**src/rtl/mem_port_arbiter_pkg.sv**
```systemverilog
// Shared types and constants for the instruction/data memory port arbiter.
// The FSM encoding, grant type and fetch byte-enable constant live here.
package mem_port_arbiter_pkg;

    localparam int         WORD_BITWIDTH_DEFAULT = 32;
    localparam logic [3:0] FETCH_BE              = 4'hF;
    localparam logic [3:0] RESET_BE              = 4'h0;

    typedef enum logic [1:0] {
        IDLE   = 2'd0,
        BUSY_I = 2'd1,
        BUSY_D = 2'd2
    } arb_state_e;

    typedef enum logic [1:0] {
        GNT_NONE  = 2'd0,
        GNT_FETCH = 2'd1,
        GNT_DATA  = 2'd2
    } grant_e;

    // Width of a counter that must be able to hold the value 'limit'.
    function automatic int cnt_width(input int limit);
        return (limit < 1) ? 1 : $clog2(limit + 1);
    endfunction

endpackage

```
**src/rtl/mem_port_arbiter_starve_counter.sv**
```systemverilog
// Counts consecutive data grants made while fetch is waiting; saturates at LIMIT.
// 'sat' tells the arbiter that fetch must win the next contested grant.
module starve_counter
    import mem_port_arbiter_pkg::*;
#(
    parameter int LIMIT = 4,
    parameter int CNT_W = cnt_width(LIMIT)
) (
    input  logic             clk,
    input  logic             rst_n,
    input  logic             inc,
    input  logic             clr,
    output logic             sat,
    output logic [CNT_W-1:0] cnt
);

    localparam logic [CNT_W-1:0] LIMIT_VAL = CNT_W'(LIMIT);

    assign sat = (cnt == LIMIT_VAL);

    // NOTE: sequential state is always updated with non-blocking assignments so
    // every flop samples the pre-edge values of its neighbours.
    always_ff @(posedge clk or negedge rst_n) begin
        if (!rst_n) begin
            cnt <= '0;
        end else if (clr) begin
            cnt <= '0;
        end else if (inc && !sat) begin
            cnt <= cnt + CNT_W'(1);
        end
    end

endmodule

```
**src/rtl/mem_port_arbiter.sv**
```systemverilog
// Arbitrates one memory port between instruction fetch and the data (MEM) stage.
// Data has priority; a saturating starvation counter eventually forces a fetch grant.
module mem_port_arbiter
    import mem_port_arbiter_pkg::*;
#(
    parameter int WORD_BITWIDTH = WORD_BITWIDTH_DEFAULT,
    parameter int STARVE_LIMIT  = 4
) (
    input  logic                     clk,
    input  logic                     rst_n,
    input  logic                     if_req,
    input  logic [WORD_BITWIDTH-1:0] if_addr,
    output logic                     if_ack,
    input  logic                     d_req,
    input  logic                     d_we,
    input  logic [WORD_BITWIDTH-1:0] d_addr,
    input  logic [WORD_BITWIDTH-1:0] d_wdata,
    input  logic [3:0]               d_be,
    output logic                     d_ack,
    output logic [WORD_BITWIDTH-1:0] rdata,
    output logic                     mem_req,
    output logic                     mem_we,
    output logic [WORD_BITWIDTH-1:0] mem_addr,
    output logic [WORD_BITWIDTH-1:0] mem_wdata,
    output logic [3:0]               mem_be,
    input  logic [WORD_BITWIDTH-1:0] mem_rdata,
    input  logic                     mem_ready
);

    localparam int CNT_W = cnt_width(STARVE_LIMIT);

    arb_state_e       state;
    grant_e           grant;
    logic             arb_en;
    logic             if_pend;
    logic             d_pend;
    logic             starve_inc;
    logic             starve_clr;
    logic             starve_sat;
    logic [CNT_W-1:0] starve_cnt;

    // Completion handshake is combinational so the requester sees it in the ready cycle.
    assign mem_req = (state != IDLE);
    assign if_ack  = (state == BUSY_I) && mem_ready;
    assign d_ack   = (state == BUSY_D) && mem_ready;
    assign rdata   = mem_rdata;

    // NOTE: every signal written in always_comb gets a default first, so no path
    // leaves it unassigned and no latch is inferred.
    always_comb begin
        grant   = GNT_NONE;
        arb_en  = (state == IDLE) || mem_ready;
        // The requester completing this cycle is still holding req; it is not a new request.
        if_pend = if_req && (state != BUSY_I);
        d_pend  = d_req  && (state != BUSY_D);
        if (arb_en) begin
            if (d_pend && !(if_pend && starve_sat)) begin
                grant = GNT_DATA;
            end else if (if_pend) begin
                grant = GNT_FETCH;
            end
        end
    end

    assign starve_inc = (grant == GNT_DATA) && if_req;
    assign starve_clr = (grant == GNT_FETCH) || !if_req;

    starve_counter #(
        .LIMIT (STARVE_LIMIT),
        .CNT_W (CNT_W)
    ) u_starve_counter (
        .clk   (clk),
        .rst_n (rst_n),
        .inc   (starve_inc),
        .clr   (starve_clr),
        .sat   (starve_sat),
        .cnt   (starve_cnt)
    );

    // NOTE: the command registers are reset as well as the FSM, so the memory
    // never sees stale address or data from an abandoned transaction.
    always_ff @(posedge clk or negedge rst_n) begin
        if (!rst_n) begin
            state     <= IDLE;
            mem_we    <= 1'b0;
            mem_addr  <= '0;
            mem_wdata <= '0;
            mem_be    <= RESET_BE;
        end else begin
            unique case (grant)
                GNT_DATA: begin
                    state     <= BUSY_D;
                    mem_we    <= d_we;
                    mem_addr  <= d_addr;
                    mem_wdata <= d_wdata;
                    mem_be    <= d_be;
                end
                GNT_FETCH: begin
                    state    <= BUSY_I;
                    mem_we   <= 1'b0;
                    mem_addr <= if_addr;
                    mem_be   <= FETCH_BE;
                end
                default: begin
                    // Outside an arbitration cycle the command holds until mem_ready.
                    if (arb_en) begin
                        state <= IDLE;
                    end
                end
            endcase
        end
    end

endmodule
```
**config.mk**
```make
export PLATFORM = sky130hd
export DESIGN_NAME = mem_port_arbiter
export DESIGN_NICKNAME = d
export VERILOG_FILES = /design/src/rtl/mem_port_arbiter_pkg.sv /design/src/rtl/mem_port_arbiter_starve_counter.sv /design/src/rtl/mem_port_arbiter.sv
export SDC_FILE = /design/constraint.sdc
export NUM_CORES = 1
export LEC_CHECK = 0
export CAP_MARGIN = 20
export CORE_AREA = 5 5 102 104
export CTS_CLUSTER_DIAMETER = 30
export DETAILED_ROUTE_END_ITERATION = 12
export DIE_AREA = 0 0 107 109
export PLACE_DENSITY_LB_ADDON = 0.25
export SLEW_MARGIN = 25
export SYNTH_ARGS = -nofsm -noshare
export SYNTH_HDL_FRONTEND = slang
export SYNTH_SLANG_ARGS = --single-unit
```
**constraint.sdc**
```tcl
create_clock -name clk -period 3.7 [get_ports clk]
set_input_delay 0.37 -clock clk [delete_from_list [all_inputs] [get_ports clk]]
set_output_delay 0.37 -clock clk [all_outputs]
set_load 0.05 [all_outputs]
```
==> metrics.cfg, run 1 <==
[place]
dp_cells = 545
dpl.hpwl_mm = 6.54
portBuffers = 177
place_ws_ns = 1.00
place.gp.congestion = 0.790

[global_routing]
grt_pass1_vias = 2918
track_usage_pct = 15.2
grt_max_degree = 75
antenna_found_initial = 0
grt_pass1_wl_mm = 14.0
grt.overflow.total = 0

[clock_tree]
cts_tree = built
post_cts_resized = 0
cts_buffers = 9
cts.path.max_buffers = 2
cts.clk_slew.worst_paths_ns = 0.07
insertion_delay_ns = 0.34
cts-hold-fix-buffers = 0
clock_sinks = 74
postCtsSetupBuffers = 0
htree_levels = 3
root_buffer = clkbuf_8

[timing]
period_share_pct = 65.8
report.final.slew_viol_count = 0
clock_skew_ns = 0.0148
worst_slew_pin_slew_ns = 0.687
slew_headroom_pct = 54.2
layout_setup_ws_ns = 1.26
rsz0062_at_grt = no
fin_tns_setup_ns = 0
setup_viol = 0
min_period_ns = 2.44
fmax_mhz = 411
finalHoldViolCount = 0

[floorplan]
dieArea_um2 = 11700
initial_core_util_pct = 36.8
chipHeight_um = 109
core_um2 = 9460
pin_count = 242
row_count = 36
die_w_um = 107

[routing]
drt-initial-drc-count = 73
wl_per_cell_um = 15.4
vias = 2636
drtPass1Iterations = 4
drc_errors = 0
post_drt_via_cell_ratio = 4.70
ant_nets = 0
wl_mm = 8.63

[synthesis]
synth_most_common_cell = dfrtp_1
synth-seq-cells = 74
synth_cells = 299
syn_area_um2 = 3480
yosysUniqueCellTypes = 25
ys_seq_area_share_pct = 53.2
yosysTopAreaCellShare_pct = 53.2
yosys-top-cells-area = dfrtp_1 (53%), mux2_2 (10%), mux2i_1 (9.5%), buf_4 (8.0%), o21ai_0 (5.6%)
synth_edf_count = 0
yosysTopAreaCell = dfrtp_1
syn_area_per_cell_um2 = 11.6
synth_common_cells = dfrtp_1 (74), nand2_1 (41), o21ai_0 (39)
ys.flop_type = dfrtp_1
yosysWarnings = 0
synth_fp_nets = 442
async_flop_share_pct = 100

[setup_path]
path_class = in -> out
end_kind = output port
required_ns = 3.33
cp.arrival_ns = 2.07
cp_max_fo = 4
critPathLaunchType = input port

[cells_and_area]
area_delta_synth_final_pct = 53.4
nets = 585
multi_input_area_um2 = 1270
antenna_cells = 0
instances_no_fill = 561
regArea_um2 = 1850
drive_above_1_share_pct = 12.8
fillers = 850

[pwr]
leakagePower_nw = 2.19
p_per_area_nw_per_um2 = 1020
peakVddDrop_uv = 410

[hold_path]
min_path_type = in -> async

[flow_run]
maxCapViolCount = 0

[outcome]
status = finished, final reports clean

==> kinds of logic (layout without fill, tap and decap cells) <==
kind of cell	after synthesis	count (layout)	synth area share [%]
mux	65	65	19.8
fa+ha+maj	5	5	1.80
buf+inv	51	199	10.5
simple gates	56	56	6.83
compound gates	47	47	7.58
xor+xnor	1	1	0.252
flops	74	74	53.2
==> critical path: stages <==
cell	delay, ns
clkdlybuf4s50_1	0.57
nand2_1	0.12
nor2_1	0.17
clkdlybuf4s50_1	0.84
==> where the power goes <==
part	internal, mW	leakage (nW)	switching (mW)
clock	0.486	0.123	0.289
sequential	1.21	0.895	0.210
combinational	1.17	1.17	2.06
==> registers in the layout, summed over array words and instances (netlist names) <==
name                  flops
mem_addr                 32
mem_wdata                32
mem_be                    4
u_starve_counter.cnt      3
state                     2
mem_we                    1
==> layout make-up <==
type / count / area share, %
Clock buffer: 12 / 2.91
Clock inverter: 4 / 1.83
Inverter: 2 / 0.141
Multi-Input combinational cell: 174 / 23.8
Sequential cell: 74 / 34.7
Tap cell: 114 / 2.67
Timing Repair Buffer: 181 / 34.0
==> metal layers <==
metal | vias up | share of wire (%) | GRT usage, %
met4 | 0 | 1.3 | 5.75
li1 | 1264 | - | -
met3 | 15 | 13 | 8.05
met1 | 1216 | 39 | 17.6
met2 | 141 | 47 | 23.9
met5 | - | 0 | 0
==> final timing paths <==
kind	slack, ns	endpoint	start	cells past startpoint
max	1.26	d_ack	mem_ready	4
min	0.03	mem_wdata[18]$_DFFE_PN0N_	rst_n	1
max reg2reg	1.38	mem_addr[29]$_DFFE_PN0P_	u_starve_counter.cnt[0]$_DFFE_PN0P_	9
min reg2reg	0.48	mem_be[2]$_DFFE_PN0P_	mem_be[2]$_DFFE_PN0P_	2
max in group asynchronous	3.16	mem_we$_DFFE_PN0P_	rst_n	1
min in group clk	0.48	mem_be[2]$_DFFE_PN0P_	mem_be[2]$_DFFE_PN0P_	2
==> cell usage in the layout (no fill, tap or decap), types with 2 or more instances in the layout <==
master / synthesis / routed
clkdlybuf4s50_1: 0 / 176
dfrtp_1: 74 / 74
nand2_1: 41 / 41
o21ai_0: 39 / 39
mux2i_1: 33 / 33
mux2_2: 32 / 32
clkbuf_8: 0 / 11
nor2_1: 9 / 9
ha_1: 5 / 3
bufinv_16: 0 / 3
buf_4: 37 / 3
inv_1: 2 / 2
o21a_1: 2 / 2
nand2b_1: 2 / 2
ha_2: 0 / 2
==> stage by stage <==
stage / hold slack, ns / total power [mW] / instance area, um2 / util, %
5_1_grt: 0.0870 / 5.74 / 5340 / 56.4
2_1_floorplan: 0.0744 / 3.68 / 3480 / -
6_report: 0.0262 / 5.43 / 5340 / 56.4
3_3_place_gp: 0.465 / 4.66 / 5080 / 53.7
3_5_place_dp: 0.472 / 4.71 / 5080 / 53.7
4_1_cts: 0.199 / 5.51 / 5340 / 56.4
No activity file was read; power rests on OpenSTA's default activity.
==> run 2: changes to the inputs <==
--- a/config.mk
+++ b/config.mk
@@ -6,10 +6,10 @@
 export NUM_CORES = 1
 export LEC_CHECK = 0
 export CAP_MARGIN = 20
-export CORE_AREA = 5 5 102 104
+export CORE_AREA = 5 5 111 113
 export CTS_CLUSTER_DIAMETER = 30
 export DETAILED_ROUTE_END_ITERATION = 12
-export DIE_AREA = 0 0 107 109
+export DIE_AREA = 0 0 116 118
 export PLACE_DENSITY_LB_ADDON = 0.25
 export SLEW_MARGIN = 25
 export SYNTH_ARGS = -nofsm -noshare
==> constraint.sdc (replaced) <==
create_clock -name clk -period 2.18 [get_ports clk]
set_input_delay 0.218 -clock clk [delete_from_list [all_inputs] [get_ports clk]]
set_output_delay 0.218 -clock clk [all_outputs]
set_load 0.05 [all_outputs]
==> metrics.cfg, run 2 (synthesis results as in run 1) <==
[routing]
ant_nets = 0  ; unchanged
wl_mm = 8.96  ; +3.8%
drtPass1Iterations = 4  ; unchanged
vias = 2641  ; +0.19%
wl_per_cell_um = 15.1  ; -1.8%
post_drt_via_cell_ratio = 4.45  ; -5.2%
drc_errors = 0  ; unchanged
drt-initial-drc-count = 125  ; +71%

[timing]
period_share_pct = 94.4
slew_headroom_pct = 54.7  ; +0.48 points
min_period_ns = 2.06
finalHoldViolCount = 0  ; unchanged
setup_viol = 0  ; unchanged
clock_skew_ns = 0.00506  ; -0.00972 ns
worst_slew_pin_slew_ns = 0.680  ; -0.00721 ns
report.final.slew_viol_count = 0  ; unchanged
fmax_mhz = 486
rsz0062_at_grt = no

[pwr]
leakagePower_nw = 2.24  ; +2.4%
peakVddDrop_uv = 985  ; +140%
p_per_area_nw_per_um2 = 1710  ; +68%

[global_routing]
grt.overflow.total = 0  ; unchanged
antenna_found_initial = 0  ; unchanged
track_usage_pct = 13.0  ; -2.2 points
grt_pass1_wl_mm = 14.0  ; about the same
grt_pass1_vias = 2771  ; -5.0%
grt_max_degree = 75  ; unchanged

[place]
portBuffers = 177  ; unchanged
place.gp.congestion = 0.760  ; -3.8%
post_dp_cell_area_um2 = 5160  ; +1.5%
dpl.hpwl_mm = 6.54  ; about the same

[setup_path]
cp.arrival_ns = 2.27  ; +0.20 ns
slowest_delay_ns = 0.41  ; -0.43 ns
cp_max_fo = 16  ; +12
critPathLaunchType = flip-flop
cp_slowest_cell = dfrtp_1
end_kind = flip-flop
required_ns = 2.39  ; -0.94 ns
crit_chain = or2_2 -> a32oi_1 -> o21a_1 -> ha_4 -> clkbuf_16 -> mux2_2
path_class = reg -> reg

[cells_and_area]
nets = 589  ; +0.68%
top_regs = mem_addr x32, mem_wdata x32, mem_be x4
regArea_um2 = 1850  ; unchanged
fin_area_um2 = 5480  ; +2.7%
final_cell_mix = clkdlybuf4s50_1 (174), dfrtp_1 (74), nand2_1 (41)
final_common_cell = clkdlybuf4s50_1
area_delta_synth_final_pct = 57.5
fillers = 1026  ; +21%
drive_above_1_share_pct = 14.4  ; +1.7 points
fin_util_pct = 48.8  ; -7.6 points
antenna_cells = 0  ; unchanged
multi_input_area_um2 = 1290  ; +1.4%

[floorplan]
initial_core_util_pct = 31.0  ; -5.8 points
pin_count = 242  ; unchanged
die_w_um = 116  ; +8.4%
core_um2 = 11200  ; +19%
chipHeight_um = 118  ; +8.3%
dieArea_um2 = 13700  ; +17%
row_count = 39  ; +8.3%

[outcome]
status = finished, final reports clean

[hold_path]
min_path_type = in -> out

[clock_tree]
cts.path.max_buffers = 2  ; unchanged
cts_buffers = 9  ; unchanged
htree_levels = 3  ; unchanged
insertion_delay_ns = 0.33  ; about the same
cts_tree = built
cts.clk_slew.worst_paths_ns = 0.05  ; -0.02 ns
postCtsSetupBuffers = 0  ; unchanged
root_buffer = clkbuf_16
clock_sinks = 74  ; unchanged

[flow_run]
maxCapViolCount = 0  ; unchanged

## run 2: changes by cell type in the layout (fill, tap and decap cells not counted), sizes merged
cell | before | now
buf | 5 | 9
bufinv | 3 | 0
clkbuf | 12 | 13
clkdlybuf4s50 | 176 | 174
clkinv | 0 | 3
clkinvlp | 1 | 0
dlygate4sd3 | 0 | 1
## run 2: where the power goes
part | internal (mW) | total, mW | switching [mW]
Combinational | 2.07 | 5.62 | 3.55
Sequential | 2.06 | 2.41 | 0.352
Clock | 0.819 | 1.34 | 0.522
## run 2: layer usage
metal  vias to the layer above  GRT usage, %  routed length, um
met4                         0          6.38                208
met1                      1193          15.3               3500
li1                       1279             -                  -
met2                       148          18.4               3900
met5                         -             0                  0
met3                        21          8.02               1360
## run 2: timing repair
item / CTS / global route
endpoints found under the hold margin: 0 / 74
setup endpoints to repair: 0 / 37
hold buffers: 0 / 1
gates resized for setup: 0 / 3
## run 2: final cells by class
cell class	instances	share of cell area, %
clock inverters	3	0.274
clock buffers	12	4.68
flip-flops and latches	74	33.8
repair buffers	185	34.4
multi-input cells	174	23.5
well taps	143	3.26
inverters	2	0.137
## run 2: worst paths after layout
| path | from | end | slack [ns] | depth (start not counted) |
|---|---|---|---|---|
| worst max-delay path | state[1]$_DFFE_PN0P_ | mem_wdata[15]$_DFFE_PN0N_ | 0.12 | 6 |
| worst min-delay path | mem_rdata[0] | rdata[0] | 0.44 | 0 |
| min in group asynchronous | rst_n | mem_addr[9]$_DFFE_PN0P_ | 0.49 | 2 |
| worst min register to register | mem_be[0]$_DFFE_PN0P_ | mem_be[0]$_DFFE_PN0P_ | 0.48 | 2 |
| worst max register to register | state[1]$_DFFE_PN0P_ | mem_wdata[15]$_DFFE_PN0N_ | 0.12 | 6 |
| max in group asynchronous | rst_n | mem_wdata[7]$_DFFE_PN0N_ | 1.23 | 2 |
## run 2: worst max-delay path, delay by kind of cell, from the launching register on
family,cells,cell delay (ns)
and+or+nand+nor,1,0.33
AOI/OAI and AO/OA,2,0.44
muxes,1,0.34
DFF,1,0.41
buffers and inverters,1,0.21
adders and majority gates,1,0.21
## run 2: metrics by stage
stage | setup TNS [ns] | total power [mW] | setup slack [ns] | hold WS [ns] | cells
global placement | 0 | 7.96 | 0.0625 | 0.428 | 576
finish | 0 | 9.37 | 0.122 | 0.436 | 593
floorplan | 0 | 6.26 | 0.0249 | -0.0776 | 299
global route | 0 | 9.93 | 0.0328 | 0.436 | 593
CTS | 0 | 9.42 | 0.0544 | 0.0717 | 591
detailed placement | -0.00578 | 8.03 | -0.00578 | 0.427 | 576
==> run 3: changes to the inputs <==
--- a/config.mk
+++ b/config.mk
@@ -11,7 +11,6 @@
 export DETAILED_ROUTE_END_ITERATION = 12
 export DIE_AREA = 0 0 116 118
 export PLACE_DENSITY_LB_ADDON = 0.25
-export SLEW_MARGIN = 25
 export SYNTH_ARGS = -nofsm -noshare
 export SYNTH_HDL_FRONTEND = slang
 export SYNTH_SLANG_ARGS = --single-unit
==> metrics.cfg, run 3 (synthesis results as in run 1) <==
[cells_and_area]
antenna_cells = 0  ; unchanged
regArea_um2 = 1850  ; unchanged
instances_no_fill = 592  ; -0.17%
top_regs = mem_addr x32, mem_wdata x32, mem_be x4
fin_area_um2 = 5470  ; -0.25%
area_delta_synth_final_pct = 57.1
multi_input_area_um2 = 1290  ; unchanged
nets = 588  ; -0.17%
final_cell_mix = clkdlybuf4s50_1 (174), dfrtp_1 (74), nand2_1 (41)
drive_above_1_share_pct = 14.5  ; +0.032 points
final_common_cell = clkdlybuf4s50_1
fillers = 1028  ; +0.19%

[timing]
clock_skew_ns = 0.00589  ; +0.000832 ns
worst_slew_pin_slew_ns = 0.943  ; +0.263 ns
rsz0062_at_grt = no
finalHoldViolCount = 0  ; unchanged
period_share_pct = 94.4  ; about the same
slew_headroom_pct = 37.1  ; -18 points
setup_viol = 0  ; unchanged
layout_setup_ws_ns = 0.122  ; +0.000437 ns
report.final.slew_viol_count = 0  ; unchanged
fmax_mhz = 486  ; about the same
min_period_ns = 2.06  ; -0.000437 ns
fin_tns_setup_ns = 0  ; unchanged

[global_routing]
grt_pass1_wl_mm = 14.0  ; unchanged
grt.overflow.total = 0  ; unchanged
grt_pass1_vias = 2771  ; unchanged
antenna_found_initial = 0  ; unchanged
track_usage_pct = 13.0  ; unchanged
grt_max_degree = 75  ; unchanged

[floorplan]
pin_count = 242  ; unchanged
dieArea_um2 = 13700  ; unchanged
die_w_um = 116  ; unchanged
row_count = 39  ; unchanged
chipHeight_um = 118  ; unchanged
initial_core_util_pct = 31.0  ; unchanged
core_um2 = 11200  ; unchanged

[clock_tree]
cts-hold-fix-buffers = 0  ; unchanged
postCtsSetupBuffers = 0  ; unchanged
htree_levels = 3  ; unchanged
root_buffer = clkbuf_16
cts.path.max_buffers = 2  ; unchanged
cts.clk_slew.worst_paths_ns = 0.05  ; about the same
clock_sinks = 74  ; unchanged
insertion_delay_ns = 0.33  ; about the same
cts_buffers = 9  ; unchanged
post_cts_resized = 0  ; unchanged
cts_tree = built

[pwr]
peakVddDrop_uv = 985  ; about the same
p_per_area_nw_per_um2 = 1710  ; +0.16%
leakagePower_nw = 2.23  ; -0.24%

[setup_path]
cp.arrival_ns = 2.27  ; about the same
r2r-end = mem_wdata[15]$_DFFE_PN0N_
end_kind = flip-flop
rr_worst_depth = 6  ; unchanged
cp_max_fo = 16  ; unchanged
ff2ff_setup_slack_ns = 0.12  ; about the same
required_ns = 2.39  ; about the same
critPathLaunchType = flip-flop
r2r_start = state[1]$_DFFE_PN0P_
path_class = reg -> reg

[place]
dp_cells = 576  ; unchanged
post_dp_cell_area_um2 = 5160  ; unchanged
portBuffers = 177  ; unchanged
place_ws_ns = -0.00578  ; unchanged
place.gp.congestion = 0.760  ; unchanged
dpl.hpwl_mm = 6.54  ; unchanged

[routing]
wl_per_cell_um = 15.1  ; about the same
vias = 2642  ; +0.038%
ant_nets = 0  ; unchanged
drc_errors = 0  ; unchanged
wl_mm = 8.94  ; -0.27%
post_drt_via_cell_ratio = 4.46  ; +0.21%
drt-initial-drc-count = 136  ; +8.8%
drtPass1Iterations = 5  ; +1

[outcome]
status = finished, final reports clean

[flow_run]
maxCapViolCount = 0  ; unchanged

[hold_path]
min_path_type = in -> async

run 3: worst max-delay path by stage:
stage,startpoint,end,slack (ns)
global route,state[1]$_DFFE_PN0P_,mem_addr[8]$_DFFE_PN0P_,0.03
finish,state[1]$_DFFE_PN0P_,mem_wdata[15]$_DFFE_PN0N_,0.12
floorplan,state[0]$_DFFE_PN0P_,mem_addr[13]$_DFFE_PN0P_,0.02
CTS,u_starve_counter.cnt[0]$_DFFE_PN0P_,mem_wdata[23]$_DFFE_PN0N_,0.05
detailed placement,mem_ready,mem_wdata[23]$_DFFE_PN0N_,-0.006
global placement,mem_ready,mem_wdata[26]$_DFFE_PN0N_,0.06
run 3: layout make-up:
class	instances	area share [%]
timing repair buffer	184	34.2
inverter	2	0.137
clock inverter	3	0.275
clock buffer	12	4.69
tap	143	3.27
multi-input combinational	174	23.5
sequential	74	33.9
run 3: stage by stage:
| stage | hold WS [ns] | total power [mW] | utilization (%) |
|---|---|---|---|
| floorplan | -0.0776 | 6.26 | - |
| global route | 0.125 | 9.92 | 48.7 |
| CTS | 0.0717 | 9.42 | 48.4 |
| finish | 0.0412 | 9.36 | 48.7 |
| detailed placement | 0.427 | 8.03 | 46.0 |
| global placement | 0.428 | 7.96 | 46.0 |
run 3: metal layers:
metal / up-vias / share of wire (%) / GRT usage (%)
met5: - / 0 / 0
met4: 0 / 2.3 / 6.38
met3: 22 / 15 / 8.02
met2: 148 / 44 / 18.4
met1: 1196 / 39 / 15.3
li1: 1276 / - / -
run 3: critical path, stage by stage, from the launching register on:
cell and delay, ns:
dfrtp_1 0.41, or2_2 0.33, a32oi_1 0.23, o21a_1 0.21, ha_4 0.21, clkbuf_16 0.21
mux2_2 0.34
run 3: power by group:
part	leakage [nW]	total (mW)	switching, mW	internal, mW
registers	0.895	2.41	0.351	2.06
logic	1.20	5.61	3.54	2.07
clock network	0.138	1.34	0.522	0.819
total	2.23	9.36	4.42	4.94
